==> config.mk <==
export PLATFORM = sky130hd
export DESIGN_NAME = pipe_stall_ctrl
export DESIGN_NICKNAME = d
export VERILOG_FILES = /design/src/rtl/pipe_stall_ctrl.sv
export SDC_FILE = /design/constraint.sdc
export NUM_CORES = 1
export LEC_CHECK = 0
export ABC_AREA = 1
export CORE_MARGIN = 5
export CORE_UTILIZATION = 50
export DETAILED_ROUTE_END_ITERATION = 12
export GPL_TIMING_DRIVEN = 0
export HOLD_SLACK_MARGIN = 0.03
export PLACE_DENSITY_LB_ADDON = 0.1
export SLEW_MARGIN = 20
export SYNTH_ARGS = -nofsm -noshare
export SYNTH_HDL_FRONTEND = slang
export SYNTH_SLANG_ARGS = --single-unit
==> constraint.sdc <==
create_clock -name clk -period 1.8 [get_ports clk]
set_input_delay 0.36 -clock clk [delete_from_list [all_inputs] [get_ports clk]]
set_output_delay 0.36 -clock clk [all_outputs]
set_load 0.05 [all_outputs]
==> src/rtl/pipe_stall_ctrl.sv <==
// pipe_stall_ctrl: 5-stage pipeline enables/bubbles for load-use and data-memory wait hazards
// A memory freeze holds the whole front end; load-use only matters when the pipe is moving.
module pipe_stall_ctrl #(
    parameter int MEM_TIMEOUT = 255,
    parameter int CNT_W       = 16
) (
    input  logic             clk,
    input  logic             rst,
    input  logic [4:0]       id_rs,
    input  logic [4:0]       id_rt,
    input  logic             ex_mem_read,
    input  logic [4:0]       ex_rt,
    input  logic             mem_req,
    input  logic             mem_ready,
    output logic             pc_en,
    output logic             ifid_en,
    output logic             idex_flush,
    output logic             exmem_en,
    output logic             memwb_en,
    output logic             memwb_bubble,
    output logic             mem_start,
    output logic             busy,
    output logic             timeout_err,
    output logic [CNT_W-1:0] stall_cycles
);
    typedef enum logic [1:0] {RUN, MEM_WAIT, ERROR} state_t;
    state_t      state, state_n;
    logic [15:0] wait_cnt;
    logic        lu, freeze, err, go;
    assign lu = ex_mem_read & (ex_rt != 5'd0) & ((ex_rt == id_rs) | (ex_rt == id_rt));
    always_ff @(posedge clk) begin
        if (rst) begin
            state        <= RUN;
            wait_cnt     <= '0;
            stall_cycles <= '0;
        end else begin
            state        <= state_n;
            wait_cnt     <= (state == MEM_WAIT && !mem_ready) ? wait_cnt + 16'd1 : '0;
            stall_cycles <= (!pc_en && !(&stall_cycles)) ? stall_cycles + 1'b1 : stall_cycles;
        end
    end
    always_comb begin
        state_n = state;
        if (state == RUN && mem_req && !mem_ready)
            state_n = MEM_WAIT;
        else if (state == MEM_WAIT)
            state_n = mem_ready ? RUN : (wait_cnt == 16'(MEM_TIMEOUT - 1)) ? ERROR : MEM_WAIT;
    end
    // go: pipe may advance (RUN without pending wait, or the completing MEM_WAIT cycle)
    always_comb begin
        freeze       = ((state == RUN && mem_req) || state == MEM_WAIT) && !mem_ready;
        err          = state == ERROR;
        go           = !freeze && !err;
        pc_en        = !rst && go && !lu;
        ifid_en      = !rst && go && !lu;
        idex_flush   = rst || (go && lu);
        exmem_en     = !rst && go;
        memwb_en     = !rst && !err;
        memwb_bubble = rst || freeze || err;
        mem_start    = !rst && state == RUN && mem_req;
        busy         = !rst && state == MEM_WAIT;
        timeout_err  = !rst && err;
    end
endmodule

==> results.md, run 1 <==
* Status: complete, but fails checks
* Failing checks: negative setup slack
* Synth-to-layout area growth at 35.1%
* Portion of synthesized cell area occupied by the leading cell type at 0.323
* Number of violations of the max-capacitance limit at 0
* DIE AREA at 0.00561 mm²
* Peak clock frequency supported by timing at approximately 530 MHz
* Most numerous cell types in the synthesized netlist: nand2_1 (76), nor2_1 (51), inv_1 (42)
* CTS tree: built
* Sink count of the clock tree at 34
* First DRT Iteration DRCs at 100
* Max-slew violation total from the final report at 0
* Share of post-route cells with drive strength above 1 at 0.236
* Rel. slew slack at 0.655
* Number of synthesized flops with an enable pin at 0
* Net count of the mapped netlist at between 300 and 400
* Post-synthesis share of cell area spent on and, or, nand and nor gates at 0.442
* Worst hold start: wait_cnt[12]
* Largest net degree at the start of global routing at 19
* HPWL reported at the end of detailed placement at 3770 µm
* Setup slack on the worst flop-to-flop path at 50 ps
* Share of synthesized area occupied by flip-flops and latches at 0.323
* Largest family of logic cells by synthesized area: simple AND/OR/NAND/NOR gates
* Cell with the most instances after synthesis: nand2_1
* Count of state elements after synthesis at 34
* Share of flip-flops with an asynchronous set or reset after synthesis at 0
* Post-synthesis xor/xnor area fraction at 0.0291
* Number of different library cells in the post-synthesis netlist at 32
* Highest net fanout along the worst path at 3
* Post-Route WL at 5280 µm
* FF-to-FF End: state[0]
* Min setup slack post-route at -74.7 ps
* Final count of hold timing violations at 0
* Leakage dissipation at approximately 1.3 nW
* Total power after layout at roughly 1.7 mW
* Final core utilization at 0.707
* Number of standard-cell rows in the floorplan at 23
* Number of global-route vias before repair at between 2,000 and 2,500
* Worst EP arrival at between 1500 and 2000 ps
* Kind of path behind the tightest hold check: reg -> reg
* Transition at the pin with the smallest max-transition slack at around 510 ps
* Setup Viol. Count Final at 3
* Endpoint of the worst hold path: wait_cnt[12]
* Clock latency on the worst-skew pair at between 200 and 300 ps
* Vias post-DR at approximately 2,200
* Clock-pin slew on the worst setup and hold paths at around 70 ps
* Worst Hold Depth at 2
* Worst setup path class: in -> out
* Total number of yosys warnings at 0
* Number of cells on the worst reg-to-reg path at 11
* Worst reg2reg path startpoint: state[0]
* Startpoint Class: primary input
* I/O pin count at 45
* TritonRoute pass-1 iters at 4
* Combined area of the multi-input logic cells at roughly 0.0013 mm²
* Horizontal extent of the die at around 75 µm
* Detail-routed net length per standard cell at ~12 µm
* Count of antenna diodes in the layout at 0
* Initial standard-cell utilization of the core at 0.523
* RSZ-0062 raised after global routing: yes
* Last weighted congestion value of the routability-driven placer at 0.868
* Area of the core region at 0.00403 mm²
* Num CTS Buffers at 5
* Wire length of the first global-routing pass at around 8800 µm
* Cells after Synth at ~330
* Worst Hold Slack at 477 ps
* Main area contributors after synthesis: dfxtp_1 (32%), nand2_1 (14%), nor2_1 (9.1%), inv_1 (7.5%), nand3_1 (5.5%)
* WP data required at between 1000 and 1500 ps
* DRC violation count after routing at 0
* CTS root buffer: clkbuf_8
* Pre-CTS WS at -1240 ps
* Non-Filler Instances at 440
* Post-detailed-route via-to-cell ratio at roughly 5.0
* Most used DFF post-synth: dfxtp_1
* Die Height at 74.9 µm
* Area fraction in compound gates after synthesis at 0.0778
* Post-synthesis adder-cell area fraction at 0.0178
* CTS Hold Bufs at 0
* Post-synthesis mux area share at 0
* Post-Place Cells at 420
* Filler cell count in the final layout at roughly 360
* Post-layout net count at ~410
* Maximum count of clock buffers along a single path at 2
* Post-synthesis instance area at 0.00211 mm²
* H-tree lvl count at 2
* Global route overflow at 0
* Footprint of the flip-flops and latches at roughly 690 µm²
* Power density over the cells at about 600 mW/mm²
* Initial antenna violation count at 0
* Post-route ant nets at 0
* Maximum clock skew at final layout at 4.16 ps
* All-layer global routing usage at 0.202
* Post-synthesis average cell area at roughly 6.5 µm²
* Number of buffer cells added on primary ports at 44
* Portion of the clock cycle consumed by the worst path in the final layout at 1.04
* Peak supply drop at between 300 and 400 µV
* Sort of element at the end of the critical path: output pin
* Period minus WS final at 1870 ps
* Cell type contributing the most total cell area after synthesis: dfxtp_1
## routing by layer
layer  vias to the layer above  global-route usage  part of all wire
met1                       989               0.244              0.43
met4                         0              0.0929             0.020
met5                         -                   0                 0
li1                       1162                   -                 -
met3                        10              0.0441             0.048
met2                        43               0.340              0.50
## placed cells by master (no fill, tap or decap), drive strengths merged
cell type      synthesis  final
a211oi                 1      1
a21oi                 21     21
a31oi                  1      1
and2                   2      2
buf                    5     24
clkbuf                 2     16
clkdlybuf4s15          0      5
clkdlybuf4s50          0      1
clkinv                 0      2
clkinvlp               0      2
dfxtp                 34     34
dlygate4sd2            0     23
ha                     3      3
inv                   49     47
nand2                 80     80
nand3                 29     29
nand3b                 2      2
nand4                  7      7
nor2                  57     57
nor3                  11     11
nor4                   4      4
o21ai                  9      9
or2                    2      2
xnor2                  2      2
xor2                   5      5
## cells by family (layout without fill, tap and decap cells)
kind of cell	Yosys count	in the layout
AOI/OAI and AO/OA	32	32
xor gates and xnor gates	7	7
adders and majority gates	3	3
buffers and inverters	56	120
DFF	34	34
and+or+nand+nor	194	194
## flip-flops by register name, summed over array words and instances, names as in the netlist
signal	count
stall_cycles	16
wait_cnt	16
state	2
## through the flow
step	setup TNS, ps	area [µm²]
after global placement	-9450	2630
after detailed placement	-9980	2630
final	-109	2850
after global routing	-389	2850
after CTS	-292	2820
after floorplan	-775	2120
## worst max-delay path, stage by stage
cell,delay [ps]
dlygate4sd2_1,240
nor2_1,80
nor2_1,50
nor2_1,100
nand3_1,80
nand2_1,80
nand2_2,80
nand2_4,90
clkinvlp_4,90
buf_8,120
buf_8,140
## cell type report
type / count / area share
repair buffers: 59 / 0.180
flip-flops and latches: 34 / 0.242
plain buffers: 5 / 0.0171
clock inverters: 2 / 0.00352
well taps: 50 / 0.0220
clock buffers: 5 / 0.0242
multi-input cells: 236 / 0.443
inverters: 49 / 0.0690
## where the power goes
part           switching, mW  total [mW]  internal, mW
registers             0.0224       0.793         0.770
logic                  0.237       0.388         0.151
clock network          0.277       0.537         0.259
total                  0.537        1.72          1.18
## what timing repair did
action	in CTS	in global routing
pin swaps	14	15
gates resized for setup	107	37
setup buffers	12	4
endpoints found under the setup margin	25	16
## how the worst max path moves through the flow
stage / start / to / slack (ps)
floorplan: state[0] / pc_en / -300
global placement: ex_rt[3] / pc_en / -1210
detailed placement: ex_rt[3] / pc_en / -1240
CTS: state[0] / pc_en / -170
global route: state[0] / pc_en / -150
finish: id_rt[0] / pc_en / -70
No activity file was read; power rests on OpenSTA's default activity.
==> run 2, diff against run 1 <==
--- a/config.mk
+++ b/config.mk
@@ -16,3 +16,4 @@
 export SYNTH_ARGS = -nofsm -noshare
 export SYNTH_HDL_FRONTEND = slang
 export SYNTH_SLANG_ARGS = --single-unit
+export TNS_END_PERCENT = 20
==> run 2 against run 1 <==
Die area unchanged. Sequential power about the same. Register-to-register slack better by 100 ps. Utilization down 2.1 points. The flow still finishes with violations (negative setup slack). Largest cell class unchanged. Clock skew up 7.9 ps. Critical path depth up 1. Power up 2.0%. Sequential cell count unchanged. First-iteration DRC count down 13%.
==> results.md, run 2 (synthesized netlist as in run 1, its figures left out) <==
* Die Height at 74.9 µm (unchanged)
* Wire length of the first global-routing pass at 8370 µm (was 8810 µm)
* Post-Route WL at 5070 µm (was 5280 µm)
* Final core utilization at 0.686 (was 0.707)
* CTS root buffer: clkbuf_8 (unchanged)
* Number of buffer cells added on primary ports at 44 (unchanged)
* Rel. slew slack at 0.673 (was 0.655)
* I/O pin count at 45 (unchanged)
* Worst EP arrival at 1490 ps (was 1510 ps)
* Pre-CTS WS at -1260 ps (was -1240 ps)
* Status: complete, but fails checks (unchanged)
* Power density over the cells at 634 mW/mm² (was 603 mW/mm²)
* Failing checks: negative setup slack (unchanged)
* Worst reg2reg path startpoint: state[0] (unchanged)
* Capturing instance or port of the critical path: pc_en (unchanged)
* Global route overflow at 0 (unchanged)
* Number of violations of the max-capacitance limit at 0 (unchanged)
* FF-to-FF End: state[0] (unchanged)
* Worst hold start: wait_cnt[12] (unchanged)
* Max-slew violation total from the final report at 0 (unchanged)
* Commonest cells after routing, fill and taps aside: nand2_1 (72), nor2_1 (48), inv_1 (36) (was nand2_1 (71), nor2_1 (46), inv_1 (36))
* Detail-routed net length per standard cell at 11.6 µm (was 12.0 µm)
* Startpoint Class: primary input (unchanged)
* All-layer global routing usage at 0.191 (was 0.202)
* Post-layout net count at 409 (was 413)
* TritonRoute pass-1 iters at 4 (unchanged)
* Registers with the most flip-flops: stall_cycles: 16 flops, wait_cnt: 16 flops, state: 2 flops (unchanged)
* Sort of element at the end of the critical path: output pin (unchanged)
* WP data required at 1440 ps (about the same)
* Final count of hold timing violations at 0 (unchanged)
* Horizontal extent of the die at 74.9 µm (unchanged)
* RSZ-0062 raised after global routing: yes (unchanged)
* Highest net fanout along the worst path at 3 (unchanged)
* Launching instance or port of the critical path: id_rs[2] (was id_rt[0])
* Largest net degree at the start of global routing at 19 (unchanged)
* Setup slack on the worst flop-to-flop path at 150 ps (was 50 ps)
* Synth-to-layout area growth at 31.1% (was 35.1%)
* DRC violation count after routing at 0 (unchanged)
* HPWL reported at the end of detailed placement at 3760 µm (was 3770 µm)
* Setup Viol. Count Final at 3 (unchanged)
* Worst Hold Slack at 483 ps (was 477 ps)
* Filler cell count in the final layout at 365 (was 359)
* Number of cells on the worst reg-to-reg path at 10 (was 11)
* Peak clock frequency supported by timing at 539 MHz (was 533 MHz)
* Period minus WS final at 1850 ps (was 1870 ps)
* CTS tree: built (unchanged)
* Peak supply drop at 388 µV (was 319 µV)
* Portion of the clock cycle consumed by the worst path in the final layout at 1.03 (was 1.04)
* Transition at the pin with the smallest max-transition slack at 492 ps (was 513 ps)
* CTS Hold Bufs at 0 (unchanged)
* Clock latency on the worst-skew pair at 290 ps (about the same)
* Vias post-DR at 2,193 (was 2,204)
* Kind of path behind the tightest hold check: reg -> reg (unchanged)
* Clock-pin slew on the worst setup and hold paths at 70 ps (about the same)
* Count of antenna diodes in the layout at 0 (unchanged)
* Min setup slack post-route at -54.9 ps (was -74.7 ps)
* Commonest non-fill, non-tap cell in the layout: nand2_1 (unchanged)
* Worst setup path class: in -> out (unchanged)
* Leakage dissipation at 1.24 nW (was 1.27 nW)
* H-tree lvl count at 2 (unchanged)
* Number of global-route vias before repair at 1,986 (was 2,089)
* Maximum clock skew at final layout at 12.0 ps (was 4.16 ps)
* Share of post-route cells with drive strength above 1 at 0.214 (was 0.236)
* Maximum count of clock buffers along a single path at 2 (unchanged)
* DIE AREA at 0.00561 mm² (unchanged)
* Sink count of the clock tree at 34 (unchanged)
* Initial standard-cell utilization of the core at 0.523 (unchanged)
* Number of standard-cell rows in the floorplan at 23 (unchanged)
* Last weighted congestion value of the routability-driven placer at 0.862 (was 0.868)
* Post-route ant nets at 0 (unchanged)
* Area of the core region at 0.00403 mm² (unchanged)
* Initial antenna violation count at 0 (unchanged)
* Post-detailed-route via-to-cell ratio at 5.02 (was 5.01)
* First DRT Iteration DRCs at 87 (was 100)
* Num CTS Buffers at 5 (unchanged)
[run 2: metal layers]
| metal | track usage | part of all wire | vias up |
|---|---|---|---|
| li1 | - | - | 1152 |
| met1 | 0.211 | 0.40 | 987 |
| met2 | 0.343 | 0.51 | 42 |
| met3 | 0.0374 | 0.053 | 12 |
| met4 | 0.0988 | 0.029 | 0 |
| met5 | 0 | 0 | - |
[run 2: worst min-delay path by stage]
stage	cells past startpoint	to
2_1_floorplan	2	wait_cnt[12]
6_report	2	wait_cnt[12]
4_1_cts	1	wait_cnt[0]
3_5_place_dp	1	wait_cnt[0]
3_3_place_gp	2	wait_cnt[12]
5_1_grt	2	wait_cnt[15]
[run 2: report_power, final]
| part | switching, mW | internal (mW) |
|---|---|---|
| Clock | 0.290 | 0.307 |
| Combinational | 0.230 | 0.134 |
| Sequential | 0.0212 | 0.769 |
[run 2: what timing repair did]
action | 4_1_cts | 5_1_grt
pin swaps | 19 | 17
setup buffers | 13 | 0
resized for setup | 107 | 23
setup endpoints to repair | 25 | 17
[run 2: layout make-up]
type	count	area, µm²	area share
Multi-Input combinational cell	236	1220	0.441
Sequential cell	34	691	0.250
Timing Repair Buffer	55	452	0.163
Inverter	49	196	0.0711
Clock buffer	6	82.6	0.0299
Tap cell	50	62.6	0.0226
Buffer	5	48.8	0.0177
Clock inverter	2	12.5	0.00453
[run 2: worst max-delay path, stage by stage]
cell and delay (ps):
clkdlybuf4s15_1 180, inv_1 40, nand2_1 50, nand2_1 50, nor2_1 120, nand3_1 80
nand2_1 90, nand2_2 80, nand2_4 100, clkinvlp_4 100, buf_8 120, buf_8 140
[run 2: per-stage QoR]
step | std cells | TNS (ps) | power, mW | instance area, µm²
3_5_place_dp | 420 | -10800 | 1.18 | 2630
5_1_grt | 437 | -499 | 1.83 | 2760
2_1_floorplan | 326 | -2170 | 1.04 | 2120
6_report | 437 | -89.6 | 1.75 | 2760
3_3_place_gp | 420 | -9760 | 1.17 | 2630
4_1_cts | 440 | -281 | 1.78 | 2800
